`config.mk`:
```
export PLATFORM = sky130hd
export DESIGN_NAME = pc_sequencer_flat
export DESIGN_NICKNAME = d
export VERILOG_FILES = /design/src/rtl/pc_sequencer_if.sv /design/src/rtl/pc_sequencer.sv /design/src/flat_wrapper.sv
export SDC_FILE = /design/constraint.sdc
export NUM_CORES = 1
export LEC_CHECK = 0
export ABC_AREA = 1
export CAP_MARGIN = 25
export CORE_MARGIN = 4
export CORE_UTILIZATION = 47
export DETAILED_ROUTE_END_ITERATION = 7
export PLACE_DENSITY = 0.81
export SLEW_MARGIN = 30
export SYNTH_ARGS = -nofsm -noshare
export SYNTH_HDL_FRONTEND = slang
export SYNTH_SLANG_ARGS = --single-unit
```
`constraint.sdc`:
```
create_clock -name clk -period 4.9 [get_ports clk]
set_clock_uncertainty 0.15 [all_clocks]
set_input_delay 1.47 -clock clk [delete_from_list [all_inputs] [get_ports clk]]
set_output_delay 1.47 -clock clk [all_outputs]
set_load 0.02 [all_outputs]
```
`src/rtl/pc_sequencer_if.sv`:
```
// Bundle of the control, operand and status signals between the decode/branch logic and the
// program-counter stage. The master side drives instruction control and operands. The slave
// side (the sequencer) returns the PC, its status flags and the perf counters.
interface pc_sequencer_if #(
    parameter int CNT_W = 32
);
    logic             take_branch;
    logic             jump;
    logic             jalr;
    logic             halt_req;
    logic             stall;
    logic [31:0]      imm;
    logic [31:0]      rs1_data;
    logic [31:0]      pc;
    logic [31:0]      pc_plus4;
    logic             instr_valid;
    logic             halted;
    logic             misaligned;
    logic [CNT_W-1:0] retired_cnt;
    logic [CNT_W-1:0] taken_cnt;

    modport master (
        output take_branch, jump, jalr, halt_req, stall, imm, rs1_data,
        input  pc, pc_plus4, instr_valid, halted, misaligned, retired_cnt, taken_cnt
    );

    modport slave (
        input  take_branch, jump, jalr, halt_req, stall, imm, rs1_data,
        output pc, pc_plus4, instr_valid, halted, misaligned, retired_cnt, taken_cnt
    );
endinterface

```
`src/rtl/pc_sequencer.sv`:
```
// Program-counter stage.
// - Holds the architectural PC and picks the next PC: sequential, branch, JAL or JALR.
// - A taken target with bits[1:0] != 0 freezes the PC, sets the sticky misaligned flag and halts.
// - Counts retired instructions and taken control transfers.
module pc_sequencer #(
    parameter logic [31:0] RESET_PC = 32'h0000_0000,
    parameter int          CNT_W    = 32
) (
    input  logic           clk,
    input  logic           rst,
    pc_sequencer_if.slave  bus
);
    typedef enum logic [1:0] {
        BOOT = 2'd0,
        RUN  = 2'd1,
        HALT = 2'd2
    } state_t;

    localparam logic [CNT_W-1:0] CNT_ONE = CNT_W'(1);

    state_t           state_q, state_d;
    logic [31:0]      pc_q, pc_d;
    logic             misaligned_q, misaligned_d;
    logic [CNT_W-1:0] retired_cnt_q, retired_cnt_d;
    logic [CNT_W-1:0] taken_cnt_q, taken_cnt_d;
    logic             instr_valid_q;
    logic             halted_q;

    logic [31:0]      br_tgt;
    logic [31:0]      jalr_tgt;
    logic [31:0]      sel_tgt;
    logic             xfer;

    // Target arithmetic. JALR has precedence over JAL and conditional branches.
    always_comb begin
        br_tgt   = pc_q + bus.imm;
        jalr_tgt = (bus.rs1_data + bus.imm) & ~32'h1;
        sel_tgt  = bus.jalr ? jalr_tgt : br_tgt;
        xfer     = bus.jalr | bus.jump | bus.take_branch;
    end

    // Next-state, next-PC and counter selection. Only an unstalled RUN cycle changes anything.
    always_comb begin
        state_d       = state_q;
        pc_d          = pc_q;
        misaligned_d  = misaligned_q;
        retired_cnt_d = retired_cnt_q;
        taken_cnt_d   = taken_cnt_q;
        case (state_q)
            BOOT: state_d = RUN;
            RUN: begin
                if (!bus.stall) begin
                    // The halting or faulting instruction still retires.
                    retired_cnt_d = retired_cnt_q + CNT_ONE;
                    if (bus.halt_req) begin
                        state_d = HALT;
                    end else if (xfer) begin
                        if (sel_tgt[1:0] != 2'b00) begin
                            misaligned_d = 1'b1;
                            state_d      = HALT;
                        end else begin
                            pc_d        = sel_tgt;
                            taken_cnt_d = taken_cnt_q + CNT_ONE;
                        end
                    end else begin
                        pc_d = pc_q + 32'd4;
                    end
                end
            end
            default: state_d = HALT;
        endcase
    end

    // State register and registered status outputs. Reset overrides every other input.
    always_ff @(posedge clk) begin
        if (rst) begin
            state_q       <= BOOT;
            pc_q          <= RESET_PC;
            misaligned_q  <= 1'b0;
            retired_cnt_q <= '0;
            taken_cnt_q   <= '0;
            instr_valid_q <= 1'b0;
            halted_q      <= 1'b0;
        end else begin
            state_q       <= state_d;
            pc_q          <= pc_d;
            misaligned_q  <= misaligned_d;
            retired_cnt_q <= retired_cnt_d;
            taken_cnt_q   <= taken_cnt_d;
            instr_valid_q <= (state_d == RUN);
            halted_q      <= (state_d == HALT);
        end
    end

    assign bus.pc          = pc_q;
    assign bus.pc_plus4    = pc_q + 32'd4;
    assign bus.instr_valid = instr_valid_q;
    assign bus.halted      = halted_q;
    assign bus.misaligned  = misaligned_q;
    assign bus.retired_cnt = retired_cnt_q;
    assign bus.taken_cnt   = taken_cnt_q;
endmodule

```
`src/flat_wrapper.sv`:
```
// flat-port wrapper written by rule: the top's interface ports become plain ports
module pc_sequencer_flat 
#(
    parameter logic [31:0] RESET_PC = 32'h0000_0000,
    parameter int          CNT_W    = 32
)
  (clk, rst, bus_take_branch, bus_jump, bus_jalr, bus_halt_req, bus_stall, bus_imm, bus_rs1_data, bus_pc, bus_pc_plus4, bus_instr_valid, bus_halted, bus_misaligned, bus_retired_cnt, bus_taken_cnt);
  pc_sequencer_if #(.CNT_W(CNT_W)) bus_i ();
  input  logic clk;
  input  logic rst;
  input wire logic [$bits(bus_i.take_branch)-1:0] bus_take_branch;
  input wire logic [$bits(bus_i.jump)-1:0] bus_jump;
  input wire logic [$bits(bus_i.jalr)-1:0] bus_jalr;
  input wire logic [$bits(bus_i.halt_req)-1:0] bus_halt_req;
  input wire logic [$bits(bus_i.stall)-1:0] bus_stall;
  input wire logic [$bits(bus_i.imm)-1:0] bus_imm;
  input wire logic [$bits(bus_i.rs1_data)-1:0] bus_rs1_data;
  output wire logic [$bits(bus_i.pc)-1:0] bus_pc;
  output wire logic [$bits(bus_i.pc_plus4)-1:0] bus_pc_plus4;
  output wire logic [$bits(bus_i.instr_valid)-1:0] bus_instr_valid;
  output wire logic [$bits(bus_i.halted)-1:0] bus_halted;
  output wire logic [$bits(bus_i.misaligned)-1:0] bus_misaligned;
  output wire logic [$bits(bus_i.retired_cnt)-1:0] bus_retired_cnt;
  output wire logic [$bits(bus_i.taken_cnt)-1:0] bus_taken_cnt;
  assign bus_i.take_branch = bus_take_branch;
  assign bus_i.jump = bus_jump;
  assign bus_i.jalr = bus_jalr;
  assign bus_i.halt_req = bus_halt_req;
  assign bus_i.stall = bus_stall;
  assign bus_i.imm = bus_imm;
  assign bus_i.rs1_data = bus_rs1_data;
  assign bus_pc = bus_i.pc;
  assign bus_pc_plus4 = bus_i.pc_plus4;
  assign bus_instr_valid = bus_i.instr_valid;
  assign bus_halted = bus_i.halted;
  assign bus_misaligned = bus_i.misaligned;
  assign bus_retired_cnt = bus_i.retired_cnt;
  assign bus_taken_cnt = bus_i.taken_cnt;
  pc_sequencer #(.RESET_PC(RESET_PC), .CNT_W(CNT_W)) u_core (.clk(clk), .rst(rst), .bus(bus_i));
endmodule
```
[Word level (Yosys, flattened, before mapping)]
Index checks and enable logic that the tools add are counted.
Storage, ports and cells
  register bits after elaboration: 101
  bits in latches: 0
  memory bits (writable): 0
  memory bits (read-only): 0
  input port bits: 71
  output and inout port bits: 131
  word-level logic and storage cells: 35
  memories: 0
Operators by class
  add/sub/neg operators: 5
  multiply operators: 0
  div/mod/pow operators: 0
  magnitude comparators: 0
  equal/unequal tests: 4
  shift-type cells: 0
  multiplexer cells: 8
  bitwise logic cells: 5
  reductions and logical operators: 6
Operators with widths (count)
  32-bit 2-to-1 mux: 3
  32-bit by 1-bit adder with 32-bit output (second input constant): 2
  32-bit adder: 2
  32-bit by 3-bit adder with 32-bit output (second input constant): 1
  5-bit AND reduction: 2
  2-bit 2-to-1 mux: 4
  2-bit by 1-bit equality test with 1-bit output (second input constant): 2
  2-bit case mux with 2 select lines: 1
  4-bit AND reduction: 1
  1-bit inverter: 3
  2-bit equality test (second input constant): 1
  2-bit logical NOT: 1
  2-bit inequality test (second input constant): 1
  1-bit OR: 2
  2-bit AND reduction: 1
  2-bit nonzero test: 1

[Logic depth before layout (Yosys ltp)]
  depth in word-level cells: 9
  mapped depth: 16
  mapped depth without buffers: 16

[Least setup slack after synthesis]
Ideal clock, no wire load.
  path type: register -> output
  start: register u_core.pc_q[2], in the netlist u_core.bus.pc[2]
  end: output port bus_pc_plus4[22]
  arrival time: 1860 ps
  data required time: 3280 ps
  path slack: 1420 ps
  cell stages (with the launch flop): 10
  path buffers: 0
  cell sequence: dfxtp_1 > ha_1 > nand2_1 > nor2_2 > nand2_2 > nor2_4 > nand2_2 > nor2_8 > nand2_4 > xor2_1
On the way
  cells in the longest elaborated chain, start to end: 1
Ends and longest elaborated chain
  from (decl): line pc_sequencer.sv:22  | logic [31:0] pc_q, pc_d;
  from (signal assigned): line pc_sequencer.sv:86  | pc_q <= pc_d;
  32-bit by 3-bit adder with 32-bit output: line pc_sequencer.sv:96  | assign bus.pc_plus4 = pc_q + 32'd4;
  to (decl): line flat_wrapper.sv:19  | output wire logic [$bits(bus_i.pc_plus4)-1:0] bus_pc_plus4;
No other way between the ends.

[Worst setup path after layout]
  start: register u_core.pc_q[6], in the netlist u_core.bus.pc[6]
  end: output port bus_pc_plus4[21]
The elaborated chain is that of the path after synthesis.

==> run_results.csv <==
group,metric,value,unit
sta,slew_headroom,53.7,%
global_routing,antenna_found_initial,0,
power,peakVddDrop,0.154,mV
sta,finalHoldViolations,0,
placement,io_buffers,201,
logic_synthesis,netlist_area,10600,sq um
detailed_routing,drc_errors,0,
critical_path,cpPeakStageDelay,0.62,ns
power,power_density,174,nW/um^2
floorplan,die_y,158,microns
floorplan,core,22000,sq um
final_layout,area_delta_synth_final,24.4,%
logic_synthesis,synth_nets,2037,
detailed_routing,drt_iter0_markers,1104,
critical_path,crit_type,"reg2out",
sta,worst_pin_slew,0.694,ns
final_layout,nNetsFinal,2226,
global_routing,grt_pass1_wl,57.7,mm
global_routing,overflow,0,
logic_synthesis,synth_async_sr_flop_share,0,%
detailed_routing,drtPass1Iterations,6,
clocking,post_cts_buffers,0,
placement,place_ws,0.517,ns
run_status,status,"completed",
critical_path,cp-end-kind,"output port",
placement,dpl-instance-area,12900,sq um
logic_synthesis,synth_edf_count,0,
logic_synthesis,synthFlopType,"dfxtp_1",
final_layout,drive_above_1_share,3.49,%
global_routing,grt_max_degree,57,
power,p_leak,6.46,nW
logic_synthesis,yosysUniqueCellTypes,48,
sta,grt_setup_unrepaired,"no",
clocking,cts_tree,"yes",
floorplan,initial_core_util,48.2,%
critical_path,critical_path_arrival,3.17,ns
floorplan,die-width,158,microns
critical_path,crit_path_max_fanout,7,
detailed_routing,wl_per_cell,15.9,microns
sta,setup_ws,0.113,ns
clocking,ctsHoldBuffers,0,
detailed_routing,num_vias,12500,
final_layout,num_antenna_cells,0,
placement,dp.final_hpwl,31.4,mm
final_layout,fillers,2231,
logic_synthesis,ys_seq_area_share,19.0,%
critical_path,crit_path_top_delay_cell,"clkdlybuf4s50_1",
clocking,clkLatencyLatePin,0.35,ns
logic_synthesis,yosysWarnings,0,
sta,setup-tns-final,0,ns
floorplan,die-area,25100,sq um
critical_path,cp-start-kind,"flip-flop",
clocking,cts.sinks,101,
sta,finalCriticalPeriod,4.79,ns
flow_run,drv_cap,0,
sta,final.period_utilization,97.7,%
placement,gp_congestion,0.959,
final_layout,fin_area,13200,sq um
floorplan,boundaryPins,202,
clocking,clockBufferDepth,2,
final_layout,seqCellArea,2020,sq um
logic_synthesis,synth.ff_latch_count,101,
clocking,cts_root_buffer,"clkbuf_16",
critical_path,path_common_cell,"nand2_1",
global_routing,grt_pass1_vias,11100,
clocking,numCtsBuffers,9,
sta,fmax,209,MHz
detailed_routing,totalWireLength,37.7,mm
critical_path,critical-path-top-delay-family,"simple AND/OR/NAND/NOR gates",
clocking,cts.reportedPaths.clkPinSlew,0.08,ns
final_layout,multi_input_area,7170,sq um
detailed_routing,antenna_left,0,
sta,whs,0.325,ns
clocking,htree_levels,3,
critical_path,cp.required,3.28,ns
sta,final_max_slew_viol_count,0,
logic_synthesis,syn_inst,1900,
critical_path,path_cells,"nand2_1 > nor3_1 > nand2_1 > nor2_2 > nand2_1 > nor2_1 > nand3b_1 > nand2_1 > clkdlybuf4s50_1",
global_routing,grt_use_total,28.8,%
hold_path,hold_class,"reg2reg",
critical_path,reg2reg_slack,2.06,ns
logic_synthesis,avgSynthCellArea,5.59,sq um
detailed_routing,vias_per_cell,5.26,
critical_path,critical_path_buf_inv_count,1,
floorplan,rows,54,
clocking,cts-resized-gates,0,
sta,finalSetupViolCount,0,
final timing paths:
kind | from | end | cells past startpoint
max | u_core.bus.pc[6]$_SDFFE_PP0P_ | bus_pc_plus4[21] | 9
min | u_core.bus.misaligned$_SDFFE_PP0P_ | u_core.bus.misaligned$_SDFFE_PP0P_ | 2
max reg2reg | u_core.bus.pc[0]$_SDFFE_PP0P_ | u_core.bus.pc[14]$_SDFFE_PP0P_ | 10
min reg2reg | u_core.bus.misaligned$_SDFFE_PP0P_ | u_core.bus.misaligned$_SDFFE_PP0P_ | 2
cell usage after synthesis, drive strengths merged (7+ instances only):
master	n	area share (%)
xnor2	12	0.99
xor2	32	2.7
o21ai	76	3.6
nand4	27	1.6
nor2	177	7.1
ha	64	7.5
nor3b	7	0.59
inv	340	12
clkbuf	20	0.71
nor3	43	2.4
buf	11	0.61
dfxtp	101	19
a31oi	9	0.53
a21oi	122	5.8
nand3b	14	1.1
nand2	657	24
nand3	142	6.8
nor4	15	0.94
layout by cell type, fill, tap and decap left out, drive strengths merged, types with 3 or more instances in the layout:
| cell | netlist | routed |
|---|---|---|
| nand3 | 142 | 142 |
| clkinv | 1 | 3 |
| nor3b | 7 | 7 |
| nand3b | 14 | 14 |
| a21oi | 122 | 122 |
| xor2 | 32 | 32 |
| clkbuf | 20 | 10 |
| ha | 64 | 64 |
| inv | 340 | 343 |
| o21a | 6 | 6 |
| xnor2 | 12 | 12 |
| nor3 | 43 | 43 |
| buf | 11 | 9 |
| nand4 | 27 | 27 |
| nand2 | 657 | 657 |
| o21ai | 76 | 76 |
| dfxtp | 101 | 101 |
| and3 | 4 | 4 |
| clkdlybuf4s50 | 0 | 200 |
| a31oi | 9 | 9 |
| o21bai | 6 | 6 |
| nor4 | 15 | 15 |
| or2 | 4 | 4 |
| nor2 | 177 | 177 |
state kept, by name, summed over array words and instances (netlist names):
register / flops
u_core.bus.pc: 32
u_core.bus.halted: 1
u_core.bus.retired_cnt: 32
u_core.bus.instr_valid: 1
u_core.bus.taken_cnt: 32
u_core.bus.misaligned: 1
u_core.state_q: 2
worst reg2reg max path: stages, from the launching register on:
cell and delay (ns):
dfxtp_1 0.40, ha_1 0.24, fa_1 0.45, nor3_2 0.12
nor2_1 0.09, nand2_2 0.09, nand2_4 0.12, inv_1 0.53
buf_4 0.30, o21ai_0 0.10, a31oi_1 0.17
cells by family after synthesis:
| family | Yosys count | share of synthesized area, % |
|---|---|---|
| AOI/OAI and AO/OA | 223 | 11.0 |
| and+or+nand+nor | 1094 | 44.9 |
| xor gates and xnor gates | 44 | 3.70 |
| DFF | 101 | 19.0 |
| buffers and inverters | 372 | 13.4 |
| adders and majority gates | 66 | 7.92 |
where the power goes:
group	internal (W)	switching, W
clock	0.000421	0.000343
combinational	0.000249	0.000430
sequential	0.000832	0.0000208
total	0.00150	0.000793
routing by layer:
layer | up-vias | wire length, microns | track usage (%)
li1 | 6377 | - | -
met1 | 5546 | 17400 | 41.2
met2 | 525 | 16600 | 46.8
met3 | 46 | 2950 | 3.91
met4 | 0 | 733 | 5.56
met5 | - | 0 | 0
per-stage QoR:
stage | std cells | total power (W) | utilization (%)
2_1_floorplan | 1900 | 0.00129 | -
3_3_place_gp | 2358 | 0.00153 | 58.5
3_5_place_dp | 2358 | 0.00154 | 58.5
4_1_cts | 2374 | 0.00229 | 60.0
5_1_grt | 2374 | 0.00241 | 60.0
6_report | 2374 | 0.00230 | 60.0
cell type report:
type,instances,area share [%]
Inverter,341,9.71
Multi-Input combinational cell,1427,54.3
Clock buffer,10,1.81
Sequential cell,101,15.3
Timing Repair Buffer,209,15.6
Clock inverter,6,0.587
Tap cell,280,2.65
Power figures use the tool's default switching activity.
